## config.mk

```make
export PLATFORM = sky130hd
export DESIGN_NAME = down_timer
export DESIGN_NICKNAME = d
export VERILOG_FILES = /design/src/rtl/down_timer.sv
export SDC_FILE = /design/constraint.sdc
export NUM_CORES = 1
export LEC_CHECK = 0
export CORE_UTILIZATION = 51
export CTS_CLUSTER_DIAMETER = 50
export DETAILED_ROUTE_END_ITERATION = 8
export PLACE_DENSITY = 0.87
export SYNTH_ARGS = -nofsm -noshare
export SYNTH_HDL_FRONTEND = slang
export SYNTH_SLANG_ARGS = --single-unit
```

## constraint.sdc

```tcl
create_clock -name clk -period 2.4 [get_ports clk]
set_input_delay 0.24 -clock clk [delete_from_list [all_inputs] [get_ports clk]]
set_output_delay 0.24 -clock clk [all_outputs]
set_load 0.005 [all_outputs]
```

## src/rtl/down_timer.sv

```systemverilog
// Programmable down-counter with prescaler, one-shot / auto-reload modes, pause and abort.
// Latency: start sampled at edge N -> busy from N+1; first decrement visible pre_reg+1 cycles later.
// Backpressure: load_ready is high only in IDLE; load_* presented while busy are dropped.
//
// Ports:
//   clk, rst                  single clock, synchronous active-high reset
//   load_valid / load_ready   configuration handshake (value, prescale-1, auto-reload select)
//   start, stop               per-cycle run / abort requests; pause is a level hold request
//   count                     registered current count
//   busy                      high in RUN or HOLD
//   tick, done                one-cycle registered pulses: per decrement / on terminal count
module down_timer #(
  parameter int WIDTH     = 8,
  parameter int PRE_WIDTH = 4
) (
  input  logic                 clk,
  input  logic                 rst,
  input  logic                 load_valid,
  output logic                 load_ready,
  input  logic [WIDTH-1:0]     load_value,
  input  logic [PRE_WIDTH-1:0] load_prescale,
  input  logic                 load_auto,
  input  logic                 start,
  input  logic                 pause,
  input  logic                 stop,
  output logic [WIDTH-1:0]     count,
  output logic                 busy,
  output logic                 done,
  output logic                 tick
);

  typedef enum logic [1:0] {
    IDLE = 2'd0,
    RUN  = 2'd1,
    HOLD = 2'd2
  } state_t;

  localparam logic [WIDTH-1:0]     CNT_ONE = WIDTH'(1);
  localparam logic [PRE_WIDTH-1:0] PRE_ONE = PRE_WIDTH'(1);

  state_t               state, state_nxt;
  logic [WIDTH-1:0]     count_nxt;
  logic [WIDTH-1:0]     reload_reg, reload_nxt;
  logic [PRE_WIDTH-1:0] pre_reg, pre_nxt;
  logic [PRE_WIDTH-1:0] pre_cnt, pre_cnt_nxt;
  logic                 auto_reg, auto_nxt;
  logic                 done_nxt, tick_nxt;
  logic                 load_acc;

  assign load_ready = (state == IDLE);
  assign busy       = (state != IDLE);
  assign load_acc   = load_valid && load_ready;

  always_ff @(posedge clk) begin
    if (rst) begin
      state      <= IDLE;
      count      <= '0;
      reload_reg <= '0;
      pre_reg    <= '0;
      auto_reg   <= 1'b0;
      pre_cnt    <= '0;
      done       <= 1'b0;
      tick       <= 1'b0;
    end else begin
      state      <= state_nxt;
      count      <= count_nxt;
      reload_reg <= reload_nxt;
      pre_reg    <= pre_nxt;
      auto_reg   <= auto_nxt;
      pre_cnt    <= pre_cnt_nxt;
      done       <= done_nxt;
      tick       <= tick_nxt;
    end
  end

  always_comb begin
    state_nxt   = state;
    count_nxt   = count;
    reload_nxt  = reload_reg;
    pre_nxt     = pre_reg;
    auto_nxt    = auto_reg;
    pre_cnt_nxt = pre_cnt;
    done_nxt    = 1'b0;
    tick_nxt    = 1'b0;

    case (state)
      IDLE: begin
        // Prescaler is held at zero so every RUN entry starts a fresh period.
        pre_cnt_nxt = '0;
        if (load_acc) begin
          count_nxt  = load_value;
          reload_nxt = load_value;
          pre_nxt    = load_prescale;
          auto_nxt   = load_auto;
        end else if (start && (count != '0)) begin
          state_nxt = RUN;
        end
      end

      RUN: begin
        if (stop) begin
          state_nxt   = IDLE;
          pre_cnt_nxt = '0;
        end else if (pause) begin
          // The pause cycle itself makes no prescaler progress.
          state_nxt = HOLD;
        end else if (pre_cnt == pre_reg) begin
          pre_cnt_nxt = '0;
          tick_nxt    = 1'b1;
          if (count == CNT_ONE) begin
            done_nxt = 1'b1;
            if (auto_reg) begin
              count_nxt = reload_reg;
            end else begin
              count_nxt = '0;
              state_nxt = IDLE;
            end
          end else if (count != '0) begin
            // count==0 cannot be running; the guard keeps the counter from wrapping.
            count_nxt = count - CNT_ONE;
          end
        end else begin
          pre_cnt_nxt = pre_cnt + PRE_ONE;
        end
      end

      HOLD: begin
        if (stop) begin
          state_nxt   = IDLE;
          pre_cnt_nxt = '0;
        end else if (!pause) begin
          // Resume with pre_cnt intact; the release cycle makes no progress.
          state_nxt = RUN;
        end
      end

      default: begin
        state_nxt   = IDLE;
        pre_cnt_nxt = '0;
      end
    endcase
  end

endmodule

```

Word level (Yosys, flattened, before mapping)
Cells that the tools add are included.
{"block": "totals", "in_bits": 19, "elab_cells": 66, "memories": 0, "output_inout_bits": 12, "ram_bits": 0, "latch_bits": 0, "regBits": 29, "rom_bits": 0}
{"block": "op_classes", "n_mul": 0, "reduce_logical": 12, "n_lt_le_gt_ge": 0, "n_bitwise": 2, "addsub": 2, "muxes": 25, "n_div": 0, "shift": 0, "eq_ne": 17}
{"op": "$mux 8", "n": 7}
{"op": "$mux 2", "n": 9}
{"op": "$mux 4", "n": 4}
{"op": "$pmux 8 s2", "n": 1}
{"op": "$ne 2x2->1 const B", "n": 6}
{"op": "$ne 4x4->1 const B", "n": 3}
{"op": "$reduce_and 6->1", "n": 2}
{"op": "$ne 3x3->1 const B", "n": 3}
{"op": "$eq 8x1->1 const B", "n": 1}
{"op": "$pmux 4 s2", "n": 1}
{"op": "$reduce_bool 8->1", "n": 1}
{"op": "$sub 8x1->8 const B", "n": 1}
{"op": "$pmux 2 s3", "n": 1}
{"op": "$reduce_or 5->1", "n": 1}
{"op": "$add 4x1->4 const B", "n": 1}
{"op": "$eq 4x4->1", "n": 1}
{"op": "$reduce_and 2->1", "n": 2}
{"op": "$reduce_bool 2->1", "n": 2}
{"op": "$reduce_or 4->1", "n": 1}
{"op": "$eq 2x1->1 const B", "n": 1}
{"op": "$eq 2x2->1 const B", "n": 1}
{"op": "$logic_and 1x1->1", "n": 2}
{"op": "$logic_not 2->1", "n": 1}
{"op": "$mux 1", "n": 2}
{"op": "other kinds (2)", "n": 3}

Depth between registers and ports, before layout
Gate-level depths: netlist of run 1.
{"block": "logic_depth", "ltp_word": 7, "ltp_mapped": 8, "depth_no_buf": 7}

Least setup slack after synthesis of run 1
No wires, ideal clock.
{"block": "synth_path", "kind": "flip-flop to flip-flop", "startpoint": "register count[0]", "endpoint": "register state[0]", "setup_ps": 138, "setup_slack_ps": 602, "synth_period_minus_slack_ps": 1798, "arrival_time_ps": 1660, "n_path_buf": 0, "required_time_ps": 2262, "stages_incl_launch_ff": 7, "path_cell_list": "dfxtp_1 -> ha_1 -> nor3b_1 -> nand2_2 -> or3_1 -> a21oi_1 -> a211oi_1"}
{"block": "synth_via", "elab_chain_cells": 4, "elab_cells_between_ends": 6, "classes_between": "eq/ne (3); reduce/logical (3)"}
{"item": "start: declaration", "line_no": "26", "rtl": "output logic [WIDTH-1:0] count,"}
{"item": "start signal: assignment", "line_no": "66", "rtl": "count <= count_nxt;"}
{"item": "$reduce_bool 8->1", "line_no": "95", "rtl": "end else if (start && (count != '0)) begin"}
{"item": "$logic_and 1x1->1", "line_no": "95"}
{"item": "$ne 2x1->1 (no line)"}
{"item": "$reduce_and 6->1 (no line) *"}
{"item": "end signal: assignment", "line_no": "65", "rtl": "state <= state_nxt;"}
{"item": "end: declaration", "line_no": "41", "rtl": "state_t state, state_nxt;"}
Mark *: on every way between the ends. The rest lies on a longest branch, timed or not.
A chain may end at the register's enable or synchronous reset.

Worst setup path after layout of run 1
{"block": "layout_path", "startpoint": "register count[0]", "endpoint": "register count[1]"}
{"block": "layout_via", "elab_chain_cells": 7, "elab_cells_between_ends": 11, "classes_between": "add/sub (1); eq/ne (2); mux (6); reduce/logical (2)"}
{"item": "$sub 8x1->8", "line_no": "120", "rtl": "count_nxt = count - CNT_ONE;"}
{"item": "$mux 8", "line_no": "118", "rtl": "end else if (count != '0) begin"}
{"item": "$mux 8", "line_no": "110", "rtl": "if (count == CNT_ONE) begin"}
{"item": "$mux 8", "line_no": "107", "rtl": "end else if (pre_cnt == pre_reg) begin"}
{"item": "$mux 8", "line_no": "104", "rtl": "end else if (pause) begin"}
{"item": "$mux 8", "line_no": "101", "rtl": "if (stop) begin"}
{"item": "$pmux 8 s2", "line_no": "86", "rtl": "case (state)"}
Parallel ways exist; a longest one is shown, timed or not. The select of a mux whose other input is x is not followed.

==> reports/results.ini, run 1 <==
[detailed_routing]
drt_wl_total_mm=3.59
vias_per_cell=5.59
routedWlPerCell_microns=14.1
final_antenna_net_count=0
drt_first_pass_iters=6
vias=1426
first_iter_violations=40
drc=2

[clock_tree]
ctsLongestPathBuffers=2
holdBufCountCts=0
cts.sinks=29
cts_setup_buffers=0
clk_pin_slew_worst_paths_ps=90
htree_levels=2
cts_tree=built
cts_buffers=5
cts_root_buf=clkbuf_4
postCtsResizedCells=0
clock_latency_ps=340

[cells_and_area]
multi_input_area_sq_um=933
diodes=0
drive_above_1_share_pct=8.04
nNetsFinal=246
seq_area_sq_um=581
fin_util_pct=69.1
fillCellCount=229
area_growth_pct=23.3

[timing]
finalCriticalPeriod_ps=2040
tightestPinTransition_ps=540
skew_ps=15.0
relSlewSlack_pct=63.7
slew_viol_final=0
rsz0062_at_grt=no
hold_viol=0
clock.fmax_ghz=0.490
tns_ps=0
finalCritPeriodShare_pct=85.0
setup_viol=0

[critical_path]
cp_slowest_stage_delay_ps=460
cp_data_arrival_time_ps=2250
reg2reg_slack_ps=360
cp_max_fo=8
cp_num_buf_inv=0
cp.required_ps=2610
critical_path_class=reg2reg
cp.depth=6
critPathLaunchType=register
critical_path.cell_chain=ha_1 > nor3b_1 > and2_1 > nor2_1 > a311oi_1 > o32ai_1
r2r_start=count[0]
cp-end-kind=register
slowest_stage=dfxtp_1
r2r-end=count[1]
crit_family=simple AND/OR/NAND/NOR gates
reg2regPathDepth=6

[logic_synthesis]
syn-num-nets=219
ys.flop_type=dfxtp_1
synth_edf_count=0
ys_seq_area_share_pct=36.3
yosysMostFrequentCell=nand2_1
ys_ff_latch=29
yosys_warnings=0
synth_area_leaders=dfxtp_1, nand2_1, a21oi_1
synth_area_per_cell_sq_um=8.16
syn_inst=196
synth_area_sq_um=1600
synth_common_cells=nand2_1, dfxtp_1, nor2_1, a21oi_1
yosys.area.top_type=dfxtp_1
synth_top_area_share_pct=36.3
async_reset_ff_share_pct=0
netlist-cell-type-count=42

[global_routing]
grt_max_degree=28
grt_pass1_wl_mm=6.02
globalRouteOverflowTotal=0
grt_pass1_vias=1362
antenna_found_initial=0
grt_use_total_pct=23.7

[floorplan]
die_area_sq_um=3360
rows=19
core_sq_um=2850
die-width_microns=58.0
die_h_microns=58.0
initial_utilization_pct=56.1
ios=31

[status]
violations=DRC
status=finished with violations

[pwr]
p_leak_nw=0.729
cellPowerDensity_nw_per_um2=728
total_power_mw=1.44
vdd_drop_max_uv=469

[hold_path]
hold_start=load_prescale[1]
hold_path.class=in2reg
hold_end=pre_reg[1]
worst_hold_path.num_cells=3

[placed_design]
port_buffers=30
dp_hpwl_mm=2.56
place_congestion=0.824

[job]
drv_cap=0

## tightest hold or removal path, delay by kind of cell
kind	cells	cell delay, ps
compound gates	1	50
buf+inv	1	390
simple gates	1	50
## placed cells by master, fill, tap and decap left out, types with 2 or more instances in the layout
cell             count
a211oi_1             2
o32ai_1              2
a21o_1               3
a311oi_1             2
xnor2_1              7
a311oi_2             3
clkdlybuf4s50_1     30
a211o_1              2
dfxtp_1             29
nand2b_1             7
o211ai_1             2
clkbuf_4             5
nor2_1              22
nand4_1              3
xor2_1               4
a21oi_1             20
ha_1                 4
nand2_1             34
and2_1               2
or3_1                2
inv_1                5
a31oi_1              2
mux2i_1              2
nand2_2              2
nor3_1               4
nor3b_1              4
buf_4                2
nand3_1              2
## area by class of cell
class	instances	share of cell area [%]
clock buffers	7	2.79
clock inverters	1	1.52
inverters	5	0.952
multi-input cells	150	47.3
flip-flops and latches	29	29.4
well taps	31	1.97
repair buffers	32	16.0
## worst max-delay path by stage
stage	slack [ps]	startpoint	to
finish	360	count[0]	count[1]
global route	140	count[0]	count[1]
CTS	390	count[0]	count[1]
detailed placement	400	stop	count[0]
global placement	470	stop	count[0]
floorplan	600	count[0]	state[0]
## power by group
part / total (mW) / internal [mW] / switching [mW]
clock network: 0.423 / 0.249 / 0.174
logic: 0.428 / 0.217 / 0.212
registers: 0.584 / 0.523 / 0.0611
total: 1.44 / 0.989 / 0.447
## cells by family after synthesis
kind of cell / count (synthesis) / synth area share, %
mux: 3 / 2.19
compound gates: 44 / 20.1
simple gates: 88 / 26.9
fa+ha+maj: 4 / 3.13
xor+xnor: 11 / 6.02
buf+inv: 17 / 5.32
flops: 29 / 36.3
## per-stage QoR
step | instance area (sq um) | hold slack, ps | std cells | worst slack [ps]
after floorplan | 1600 | 376 | 196 | 602
after global placement | 1890 | 450 | 247 | 468
after detailed placement | 1890 | 453 | 247 | 395
after CTS | 1970 | 445 | 255 | 388
after global routing | 1970 | 456 | 255 | 145
final | 1970 | 447 | 255 | 360
## per-layer routing
layer  up-vias  GRT usage [%]  share of wire [%]
met5         -              0                  0
met4         0           9.18                2.5
met3         9           6.92                4.4
met2        37           38.4                 45
met1       645           29.6                 48
li1        735              -                  -
No activity file was read; power rests on OpenSTA's default activity.
==> inputs of run 2 (changes only) <==
--- a/config.mk
+++ b/config.mk
@@ -5,10 +5,10 @@
 export SDC_FILE = /design/constraint.sdc
 export NUM_CORES = 1
 export LEC_CHECK = 0
-export CORE_UTILIZATION = 51
+export CORE_UTILIZATION = 46
 export CTS_CLUSTER_DIAMETER = 50
 export DETAILED_ROUTE_END_ITERATION = 8
-export PLACE_DENSITY = 0.87
+export PLACE_DENSITY = 0.83
 export SYNTH_ARGS = -nofsm -noshare
 export SYNTH_HDL_FRONTEND = slang
 export SYNTH_SLANG_ARGS = --single-unit
==> constraint.sdc (replaced) <==
create_clock -name clk -period 1.7 [get_ports clk]
set_input_delay 0.17 -clock clk [delete_from_list [all_inputs] [get_ports clk]]
set_output_delay 0.17 -clock clk [all_outputs]
set_load 0.005 [all_outputs]
==> run 2 against run 1 <==
Compared with the run above: the run ends with setup timing left; core utilization rose by 1.4 points; cell count increased by 20%; worst hold slack got worse by 66 ps; sequential share of layout area is 4.3 points lower; clock power is 29% higher; die area increased by 10%; global-route usage is 2.0 points higher; critical endpoint is now count[2]; largest cell class unchanged.
==> reports/results.ini, run 2 (synthesis results as in run 1) <==
[floorplan]
initial_utilization_pct=47.9
rows=21
die-width_microns=61.0
die_area_sq_um=3720
die_h_microns=61.0
core_sq_um=3340
ios=31

[timing]
setup_viol=7
setup_ws_ps=-103
slew_viol_final=0
clock.fmax_ghz=0.555
relSlewSlack_pct=70.6
hold_viol=0
finalCriticalPeriod_ps=1800
skew_ps=7.05
tightestPinTransition_ps=441
rsz0062_at_grt=yes
finalCritPeriodShare_pct=106

[clock_tree]
cts_buffers=5
cts.sinks=29
cts_tree=built
clk_pin_slew_worst_paths_ps=100
cts_root_buf=clkbuf_4
ctsLongestPathBuffers=2
htree_levels=2
clock_latency_ps=330

[critical_path]
cp-endpoint=count[2]
cp_data_arrival_time_ps=2040
reg2regPathDepth=8
slowest_stage=dfxtp_4
startpoint=count[0]
cp_max_fo=5
r2r_start=count[0]
r2r-end=count[2]
critPathLaunchType=register
cp-end-kind=register
crit_family=compound AO/OA/AOI/OAI gates
cp.required_ps=1940
reg2reg_slack_ps=-100
cp_num_buf_inv=2
cp.depth=8
critical_path.cell_chain=inv_2 > ha_2 > nor3b_4 > and4b_1 > a211oi_2 > buf_6 > nor2_1 > a311oi_2
critical_path_class=reg2reg
cp_slowest_stage_delay_ps=370

[global_routing]
grt_max_degree=17
globalRouteOverflowTotal=0
antenna_found_initial=0
grt_use_total_pct=25.6
grt_pass1_vias=1521
grt_pass1_wl_mm=6.87

[cells_and_area]
nNetsFinal=281
stdcell_area_sq_um=2350
diodes=0
area_growth_pct=47.1
final_cell_mix=nand2_1, buf_4, clkdlybuf4s50_1, dfxtp_1
drive_above_1_share_pct=27.8

[placed_design]
place_congestion=0.826
port_buffers=30
dp_hpwl_mm=2.80
placed_cell_area_sq_um=2140

[hold_path]
hold_path.class=in2reg

[detailed_routing]
drt_first_pass_iters=5
drt_wl_total_mm=4.39
vias_per_cell=5.42
drc=0
first_iter_violations=176
routedWlPerCell_microns=14.4
final_antenna_net_count=0
vias=1654

[pwr]
total_power_mw=2.29
vdd_drop_max_uv=526
p_leak_nw=0.934
cellPowerDensity_nw_per_um2=972

[job]
drv_cap=0

[status]
status=finished with violations
violations=setup timing

[run 2: how the worst min path moves through the flow]
stage                              from       endpoint  cells after the start
final                         load_auto       auto_reg                      3
after global routing          load_auto       auto_reg                      3
after CTS                     load_auto       auto_reg                      3
after detailed placement  reload_reg[2]  reload_reg[2]                      2
after global placement    reload_reg[4]  reload_reg[4]                      2
after floorplan           load_value[0]  reload_reg[0]                      2
[run 2: worst register-to-register path: stages (launching register included)]
cell      delay (ps)
dfxtp_4          370
inv_2             40
ha_2             160
nor3b_4          140
and4b_1          200
a211oi_2         270
buf_6            190
nor2_1            70
a311oi_2         260
[run 2: timing repair]
item | CTS | global route
hold buffers | 0 | 0
setup endpoints to repair | 6 | 11
resized for setup | 5 | 14
setup buffers | 1 | 5
gates cloned | 1 | 0
pin swaps | 4 | 5
[run 2: power by group]
group,switching [mW],internal [mW]
combinational,0.425,0.505
sequential,0.0692,0.743
clock,0.252,0.292
[run 2: final cells by class]
cell class | count | area [sq um]
inverter | 5 | 18.8
multi-input combinational | 150 | 1010
timing repair buffer | 67 | 592
clock buffer | 8 | 80.1
fill | 255 | 985
tap | 46 | 57.6
sequential | 29 | 591
[run 2: through the flow]
| stage | cells | setup WS, ps | utilization (%) | setup TNS (ps) | hold WS (ps) |
|---|---|---|---|---|---|
| 2_1_floorplan | 196 | -46.4 | - | -86.9 | 306 |
| 3_3_place_gp | 291 | -54.6 | 64.2 | -54.6 | 443 |
| 3_5_place_dp | 291 | -51.6 | 64.2 | -73.1 | 447 |
| 4_1_cts | 301 | -35.3 | 67.6 | -124 | 368 |
| 5_1_grt | 305 | -150 | 70.5 | -813 | 398 |
| 6_report | 305 | -103 | 70.5 | -254 | 382 |
[run 2: per-layer routing]
layer,vias to the layer above,share of wire (%),global-route usage [%]
met4,0,1.8,13.3
met1,762,43,33.4
li1,808,-,-
met3,11,7.4,5.97
met5,-,0,1.43
met2,73,48,39.2
